## src/rtl/dnn_pkg.sv

```systemverilog
// Shared constants for the dest_reg layer sequencer: lane count, default widths
// and the controller state encoding.
package dnn_pkg;

    localparam int LANES       = 4;
    localparam int DEF_I_WIDTH = 4;
    localparam int DEF_D_WIDTH = 16;
    localparam int DEF_ACC_W   = 2 * DEF_D_WIDTH;

    localparam int STATE_W = 4;

    localparam logic [STATE_W-1:0] S_IDLE = 4'd0;
    localparam logic [STATE_W-1:0] S_SET  = 4'd1;
    localparam logic [STATE_W-1:0] S_GAP  = 4'd2;
    localparam logic [STATE_W-1:0] S_ACC  = 4'd3;
    localparam logic [STATE_W-1:0] S_RD   = 4'd4;
    localparam logic [STATE_W-1:0] S_WT   = 4'd5;
    localparam logic [STATE_W-1:0] S_WR   = 4'd6;
    localparam logic [STATE_W-1:0] S_ACT  = 4'd7;
    localparam logic [STATE_W-1:0] S_AGAP = 4'd8;
    localparam logic [STATE_W-1:0] S_RI   = 4'd9;
    localparam logic [STATE_W-1:0] S_RW   = 4'd10;
    localparam logic [STATE_W-1:0] S_RP   = 4'd11;

endpackage

```

## src/rtl/dest_reg_rmw.sv

```systemverilog
// Read-modify-write datapath for one 4-lane partial-sum beat: lane mask,
// per-lane indices, captured psums/raw accumulators and the lane adders.
module dest_reg_rmw
    import dnn_pkg::*;
#(
    parameter int I_WIDTH = DEF_I_WIDTH,
    parameter int ACC_W   = DEF_ACC_W
) (
    input  logic                              i_clk,
    input  logic                              i_rst_n,
    input  logic                              i_capture,
    input  logic                              i_raw_capture,
    input  logic [I_WIDTH-1:0]                i_base,
    input  logic [I_WIDTH:0]                  i_n_out,
    input  logic [LANES-1:0][ACC_W-1:0]       i_psum,
    input  logic [LANES-1:0][ACC_W-1:0]       i_raw,
    output logic [LANES-1:0]                  o_mask,
    output logic [LANES-1:0][I_WIDTH-1:0]     o_index,
    output logic [LANES-1:0][ACC_W-1:0]       o_wdata
);

    localparam int IDX_W = I_WIDTH + 1;

    logic [I_WIDTH-1:0]              r_base;
    logic [LANES-1:0][ACC_W-1:0]     r_psum;
    logic [LANES-1:0][ACC_W-1:0]     r_raw;
    logic [LANES-1:0][I_WIDTH:0]     w_lane_idx;

    // Lane position is formed one bit wider so lanes past the file end are masked, not wrapped.
    always_comb begin
        w_lane_idx = '0;
        o_mask     = '0;
        o_index    = '0;
        o_wdata    = '0;
        for (int k = 0; k < LANES; k++) begin
            w_lane_idx[k] = {1'b0, r_base} + IDX_W'(k);
            o_mask[k]     = (w_lane_idx[k] < i_n_out);
            o_index[k]    = w_lane_idx[k][I_WIDTH-1:0];
            o_wdata[k]    = r_raw[k] + r_psum[k];
        end
    end

    always_ff @(posedge i_clk or negedge i_rst_n) begin
        if (!i_rst_n) begin
            r_base <= '0;
            r_psum <= '0;
            r_raw  <= '0;
        end else begin
            if (i_capture) begin
                r_base <= i_base;
                r_psum <= i_psum;
            end
            if (i_raw_capture) begin
                r_raw <= i_raw;
            end
        end
    end

endmodule

```

## src/rtl/dest_reg_ctrl.sv

```systemverilog
// Layer sequencer for the 4-lane accumulator file: bias set, psum RMW beats,
// ReLU pulse, then a handshaked readout of n_out results in index order.
module dest_reg_ctrl
    import dnn_pkg::*;
#(
    parameter int I_WIDTH = DEF_I_WIDTH,
    parameter int D_WIDTH = DEF_D_WIDTH
) (
    input  logic                   i_clk,
    input  logic                   i_rst_n,
    input  logic                   i_start,
    input  logic [I_WIDTH:0]       i_n_out,
    input  logic [D_WIDTH-1:0]     i_bias,
    input  logic                   i_psum_valid,
    output logic                   o_psum_ready,
    input  logic                   i_psum_last,
    input  logic [I_WIDTH-1:0]     i_psum_base,
    input  logic [2*D_WIDTH-1:0]   i_psum0,
    input  logic [2*D_WIDTH-1:0]   i_psum1,
    input  logic [2*D_WIDTH-1:0]   i_psum2,
    input  logic [2*D_WIDTH-1:0]   i_psum3,
    output logic                   o_dr_set,
    output logic                   o_dr_act,
    output logic [D_WIDTH-1:0]     o_dr_bias,
    output logic [I_WIDTH-1:0]     o_dr_index0,
    output logic [I_WIDTH-1:0]     o_dr_index1,
    output logic [I_WIDTH-1:0]     o_dr_index2,
    output logic [I_WIDTH-1:0]     o_dr_index3,
    output logic [3:0]             o_dr_r_raw_en,
    output logic [3:0]             o_dr_w_en,
    output logic [2*D_WIDTH-1:0]   o_dr_wdata0,
    output logic [2*D_WIDTH-1:0]   o_dr_wdata1,
    output logic [2*D_WIDTH-1:0]   o_dr_wdata2,
    output logic [2*D_WIDTH-1:0]   o_dr_wdata3,
    input  logic [2*D_WIDTH-1:0]   i_dr_raw0,
    input  logic [2*D_WIDTH-1:0]   i_dr_raw1,
    input  logic [2*D_WIDTH-1:0]   i_dr_raw2,
    input  logic [2*D_WIDTH-1:0]   i_dr_raw3,
    output logic                   o_dr_r_en,
    output logic [I_WIDTH-1:0]     o_dr_index_rd,
    input  logic [D_WIDTH-1:0]     i_dr_data,
    output logic                   o_out_valid,
    input  logic                   i_out_ready,
    output logic [D_WIDTH-1:0]     o_out_data,
    output logic [I_WIDTH-1:0]     o_out_index,
    output logic                   o_out_last,
    output logic                   o_busy,
    output logic                   o_done
);

    localparam int               ACC_W = 2 * D_WIDTH;
    localparam logic [I_WIDTH:0] DEPTH = {1'b1, {I_WIDTH{1'b0}}};

    logic [STATE_W-1:0]            r_state;
    logic [STATE_W-1:0]            w_next;
    logic [I_WIDTH:0]              r_n_out;
    logic [I_WIDTH:0]              w_n_clamped;
    logic [D_WIDTH-1:0]            r_bias;
    logic [D_WIDTH-1:0]            r_out_data;
    logic [I_WIDTH-1:0]            r_cnt;
    logic                          r_last;
    logic                          r_done;
    logic                          w_beat;
    logic                          w_out_hs;
    logic                          w_cnt_last;
    logic                          w_idx_en;
    logic [LANES-1:0]              w_mask;
    logic [LANES-1:0][I_WIDTH-1:0] w_index;
    logic [LANES-1:0][ACC_W-1:0]   w_wdata;
    logic [LANES-1:0][ACC_W-1:0]   w_psum;
    logic [LANES-1:0][ACC_W-1:0]   w_raw;

    assign w_psum      = {i_psum3, i_psum2, i_psum1, i_psum0};
    assign w_raw       = {i_dr_raw3, i_dr_raw2, i_dr_raw1, i_dr_raw0};
    assign w_n_clamped = ((i_n_out == '0) || (i_n_out > DEPTH)) ? DEPTH : i_n_out;
    assign w_beat      = (r_state == S_ACC) && i_psum_valid;
    assign w_out_hs    = (r_state == S_RP) && i_out_ready;
    assign w_cnt_last  = ({1'b0, r_cnt} == (r_n_out - 1'b1));
    assign w_idx_en    = (r_state == S_RD) || (r_state == S_WT) || (r_state == S_WR);

    dest_reg_rmw #(
        .I_WIDTH (I_WIDTH),
        .ACC_W   (ACC_W)
    ) u_rmw (
        .i_clk         (i_clk),
        .i_rst_n       (i_rst_n),
        .i_capture     (w_beat),
        .i_raw_capture (r_state == S_WT),
        .i_base        (i_psum_base),
        .i_n_out       (r_n_out),
        .i_psum        (w_psum),
        .i_raw         (w_raw),
        .o_mask        (w_mask),
        .o_index       (w_index),
        .o_wdata       (w_wdata)
    );

    always_comb begin
        w_next = r_state;
        case (r_state)
            S_IDLE: if (i_start) w_next = S_SET;
            S_SET:  w_next = S_GAP;
            S_GAP:  w_next = S_ACC;
            S_ACC:  if (i_psum_valid) w_next = S_RD;
            S_RD:   w_next = S_WT;
            S_WT:   w_next = S_WR;
            S_WR:   w_next = r_last ? S_ACT : S_ACC;
            S_ACT:  w_next = S_AGAP;
            S_AGAP: w_next = S_RI;
            S_RI:   w_next = S_RW;
            S_RW:   w_next = S_RP;
            S_RP:   if (i_out_ready) w_next = w_cnt_last ? S_IDLE : S_RI;
            default: w_next = S_IDLE;
        endcase
    end

    // dest_reg strobes are pure state decodes, so set/act/w_en can never overlap.
    always_comb begin
        o_psum_ready  = (r_state == S_ACC);
        o_dr_set      = (r_state == S_SET);
        o_dr_act      = (r_state == S_ACT);
        o_dr_bias     = r_bias;
        o_dr_r_raw_en = (r_state == S_RD) ? w_mask : 4'b0000;
        o_dr_w_en     = (r_state == S_WR) ? w_mask : 4'b0000;
        o_dr_index0   = w_idx_en ? w_index[0] : '0;
        o_dr_index1   = w_idx_en ? w_index[1] : '0;
        o_dr_index2   = w_idx_en ? w_index[2] : '0;
        o_dr_index3   = w_idx_en ? w_index[3] : '0;
        o_dr_wdata0   = (r_state == S_WR) ? w_wdata[0] : '0;
        o_dr_wdata1   = (r_state == S_WR) ? w_wdata[1] : '0;
        o_dr_wdata2   = (r_state == S_WR) ? w_wdata[2] : '0;
        o_dr_wdata3   = (r_state == S_WR) ? w_wdata[3] : '0;
        o_dr_r_en     = (r_state == S_RI);
        o_dr_index_rd = (r_state == S_RI) ? r_cnt : '0;
        o_out_valid   = (r_state == S_RP);
        o_out_data    = r_out_data;
        o_out_index   = (r_state == S_RP) ? r_cnt : '0;
        o_out_last    = (r_state == S_RP) && w_cnt_last;
        o_busy        = (r_state != S_IDLE);
        o_done        = r_done;
    end

    always_ff @(posedge i_clk or negedge i_rst_n) begin
        if (!i_rst_n) begin
            r_state    <= S_IDLE;
            r_n_out    <= '0;
            r_bias     <= '0;
            r_cnt      <= '0;
            r_last     <= 1'b0;
            r_done     <= 1'b0;
            r_out_data <= '0;
        end else begin
            r_state <= w_next;
            r_done  <= w_out_hs && w_cnt_last;
            if ((r_state == S_IDLE) && i_start) begin
                r_n_out <= w_n_clamped;
                r_bias  <= i_bias;
            end
            if (w_beat) begin
                r_last <= i_psum_last;
            end
            if (r_state == S_AGAP) begin
                r_cnt <= '0;
            end else if (w_out_hs && !w_cnt_last) begin
                r_cnt <= r_cnt + 1'b1;
            end
            if (r_state == S_RW) begin
                r_out_data <= i_dr_data;
            end
        end
    end

endmodule
```

## config.mk

```make
export PLATFORM = sky130hd
export DESIGN_NAME = dest_reg_ctrl
export DESIGN_NICKNAME = d
export VERILOG_FILES = /design/src/rtl/dnn_pkg.sv /design/src/rtl/dest_reg_rmw.sv /design/src/rtl/dest_reg_ctrl.sv
export SDC_FILE = /design/constraint.sdc
export NUM_CORES = 1
export LEC_CHECK = 0
export CELL_PAD_IN_SITES_DETAIL_PLACEMENT = 2
export CELL_PAD_IN_SITES_GLOBAL_PLACEMENT = 2
export CORE_UTILIZATION = 31
export CTS_CLUSTER_DIAMETER = 80
export CTS_CLUSTER_SIZE = 12
export DETAILED_ROUTE_END_ITERATION = 10
export GPL_TIMING_DRIVEN = 0
export PLACE_DENSITY_LB_ADDON = 0.05
export RECOVER_POWER = 50
export SYNTH_ARGS = -nofsm -noshare
export SYNTH_HDL_FRONTEND = slang
export SYNTH_SLANG_ARGS = --single-unit
```

## constraint.sdc

```tcl
create_clock -name i_clk -period 3.97 [get_ports i_clk]
set_input_delay 0.5955 -clock i_clk [delete_from_list [all_inputs] [get_ports i_clk]]
set_output_delay 0.5955 -clock i_clk [all_outputs]
set_load 0.03 [all_outputs]
```

==> run metrics <==
failing checks capacitance limit, slew limit, setup timing; Num Clock Sinks 307; area delta synth->final 40.6%; core outline area 61,800 um2; Leak 13.1 nW; Slew headroom -53.9%; Final Hold Fails 0; Max VDD drop 398 uV; outcome finished with violations; Hold WC Path Type reg2reg; Synth Warn # 0; CTS Root Cell clkbuf_16; Setup Crit Path Kind reg2out; Max-Cap Viols 2; largest net degree at the start of global routing 116; Final Cycle Share 100%; residual DRC count 0; number of flops mapped to enable cells by yosys 0; RSZ-0062 raised after global routing yes; H-Tree Level Count 2; Synth Flop Type dfrtp_1; CTS Buf Count 35; Multi-input gate area 12,000 um2; Setup Viol. Count Final 1; layout cells sized above 1 24.0%; mapped cell area 19,400 um2; GRT Total Usage 23.5%; Async S/R FF share, synth 100%; Clk pin slew, worst setup/hold paths 0.06 ns; Finished Cell Area 27,300 um2; number of detailed-route iterations in the first pass 4; final setup margin -0.00303 ns; Worst Path Required 3.37 ns; Synthesized Nets 2,333; Syn Area/Cell 10.3 um2; first-pass GRT wire length 115 mm; Area after DPL 25,600 um2; Slew Viols, Final 195; fmax 0.252 GHz; FF+latch area 7680 um2; drt first-iter violations 477; starting density of the core 31.4%; hold buffer count at CTS 0; CTS tree built; Die W 252 um; Crit path top cell by count buf_4; commonest non-fill, non-tap cell in the layout clkdlybuf4s50_1; Clock Path Buffers 3; initial antenna violation count 27; Syn Inst Count 1,880; CP startpoint kind flip-flop; Fin Clk Skew 0.0148 ns; clock latency on the worst-skew pair 0.56 ns; Cell Chain, Critical Path ha_4 -> fa_2 -> a211oi_4 -> o211ai_2 -> a41oi_4 -> o21ai_4 -> a311oi_4 -> buf_4 -> o21ai_2 -> xnor2_2 -> nor2_1 -> buf_4; critical path arrival 3.38 ns; final antenna-violating net count 0; GPL Wtd Cong 0.812; post-DP HPWL 59.4 mm; io pins 503; pre-CTS WS -0.850 ns; vias in the first global route 19.0k; Total Wirelength 76.0 mm; PwrDens 285 nW/um2; # fillers 6,560; Nets 2,902; post-route minimum period 3.97 ns; Layout Utilization 44.2%; sequential area share after synthesis 39.5%; chip height 252 um; Die ar. 63,700 um2; critical path capture point type primary output; Vias/cell 5.12; critical path peak fanout 5; actual slew at the worst max-slew pin 2.31 ns; Slowest-stage cell, CP dfrtp_1; routed len/inst 23.0 um; post-synthesis register bit count 307; Critical Path Max Stage Delay 0.43 ns; Vias 16.9k; Rows 91; I/O Buffers 502; grt total ovfl 0; Cell variety after synth 75; most frequent cells in the layout clkdlybuf4s50_1 (347), dfrtp_1 (307), mux2_2 (293)
state kept, by name, summed over array words and instances, names as in the netlist:
name and cells:
u_rmw.r_raw 128, r_state 4, u_rmw.r_base 4, r_last 1, o_out_data 16, o_done 1, u_rmw.r_psum 128, r_cnt 4
r_n_out 5, o_dr_bias 16
Yosys cell counts (4+ instances only):
library cell | n | area (um2)
o211ai_1 | 10 | 75.1
a2111oi_0 | 5 | 43.8
a31o_2 | 6 | 52.6
a21oi_1 | 125 | 626
buf_1 | 12 | 45.0
buf_2 | 12 | 60.1
nor3_1 | 42 | 210
o21a_1 | 13 | 97.6
and3_1 | 23 | 144
or3_1 | 8 | 50.1
nand3_1 | 23 | 115
nand4_1 | 21 | 131
a21o_1 | 80 | 601
clkbuf_1 | 57 | 214
o31ai_1 | 5 | 37.5
nor2_1 | 182 | 683
nand2b_1 | 22 | 138
nor2b_1 | 10 | 62.6
a211oi_1 | 20 | 150
fa_1 | 4 | 80.1
a31oi_1 | 15 | 93.8
nand2_1 | 83 | 312
o21ai_0 | 76 | 380
o21bai_1 | 15 | 113
ha_1 | 146 | 1830
and2_1 | 29 | 181
dfrtp_1 | 307 | 7680
inv_1 | 38 | 143
a41oi_2 | 4 | 65.1
a41oi_1 | 5 | 43.8
mux2_2 | 293 | 3300
o21ai_1 | 13 | 65.1
xor2_1 | 47 | 412
mux2i_1 | 7 | 70.1
nor3b_1 | 4 | 30.0
xnor2_1 | 58 | 508
worst max-delay path, delay by kind of cell (launching register included):
kind / cells / cell delay, ns
simple gates: 1 / 0.12
xor+xnor: 1 / 0.16
buf+inv: 2 / 0.34
compound gates: 6 / 1.21
flops: 1 / 0.43
fa+ha+maj: 2 / 0.56
power by group:
group          switching (mW)  total [mW]  internal [mW]
Clock                    1.43        3.19           1.76
Sequential              0.101        3.34           3.24
Combinational           0.641        1.27          0.626
Total                    2.17        7.80           5.63
area by class of cell:
class | count | area share [%]
Clock inverter | 12 | 0.518
Sequential cell | 307 | 28.1
Multi-Input combinational cell | 1452 | 43.8
Inverter | 38 | 0.522
Timing Repair Buffer | 539 | 18.6
Buffer | 76 | 1.20
Clock buffer | 38 | 3.28
Antenna cell | 9 | 0.0825
Tap cell | 837 | 3.83
per-stage QoR:
stage / cells / setup TNS (ns) / power, mW / hold WS, ns
after global placement: 3219 / -3672.05 / 4.68 / 0.490
after CTS: 3284 / -0.0401 / 7.98 / 0.0586
after detailed placement: 3221 / -54.22 / 4.72 / 0.496
final: 3308 / -0.00303 / 7.80 / 0.502
after floorplan: 1880 / 0 / 3.94 / 0.300
after global routing: 3305 / -5.60 / 8.09 / 0.514
worst paths after layout:
kind	start	endpoint	slack (ns)	depth (start not counted)
worst min register to register	o_dr_bias[8]$_DFFE_PN0P_	o_dr_bias[8]$_DFFE_PN0P_	0.50	1
worst min-delay path	o_dr_bias[8]$_DFFE_PN0P_	o_dr_bias[8]$_DFFE_PN0P_	0.50	1
worst max register to register	r_state[3]$_DFFE_PN0P_	u_rmw.r_psum[19]$_DFFE_PN0P_	0.85	6
max in group asynchronous	i_rst_n	u_rmw.r_raw[14]$_DFFE_PN0P_	0.51	2
worst max-delay path	u_rmw.r_psum[32]$_DFFE_PN0P_	o_dr_wdata1[28]	-0.003	12
min in group asynchronous	i_rst_n	u_rmw.r_raw[75]$_DFFE_PN0P_	0.73	1
per-layer routing:
layer  vias to the layer above  global-route usage, %  wire length, um
met3                       121                   6.11             4440
li1                       7928                      -                -
met4                        40                   7.72             2040
met1                      8524                   28.3            31500
met5                         -                      0              275
met2                       334                   40.7            37800
kinds of logic (layout without fill, tap and decap cells):
group	Yosys count	in the layout	share of synthesized area (%)
muxes	301	301	17.4
AOI/OAI and AO/OA	433	433	14.8
buffers and inverters	121	703	2.45
and+or+nand+nor	463	463	11.2
other	0	9	0
xor gates and xnor gates	105	105	4.73
adders and majority gates	150	150	9.82
DFF	307	307	39.5
what timing repair did:
item / in CTS / in global routing
resized for setup: 371 / 139
setup buffers: 18 / 17
endpoints found under the setup margin: 134 / 73
pin swaps: 29 / 53
Power figures use the tool's default switching activity.
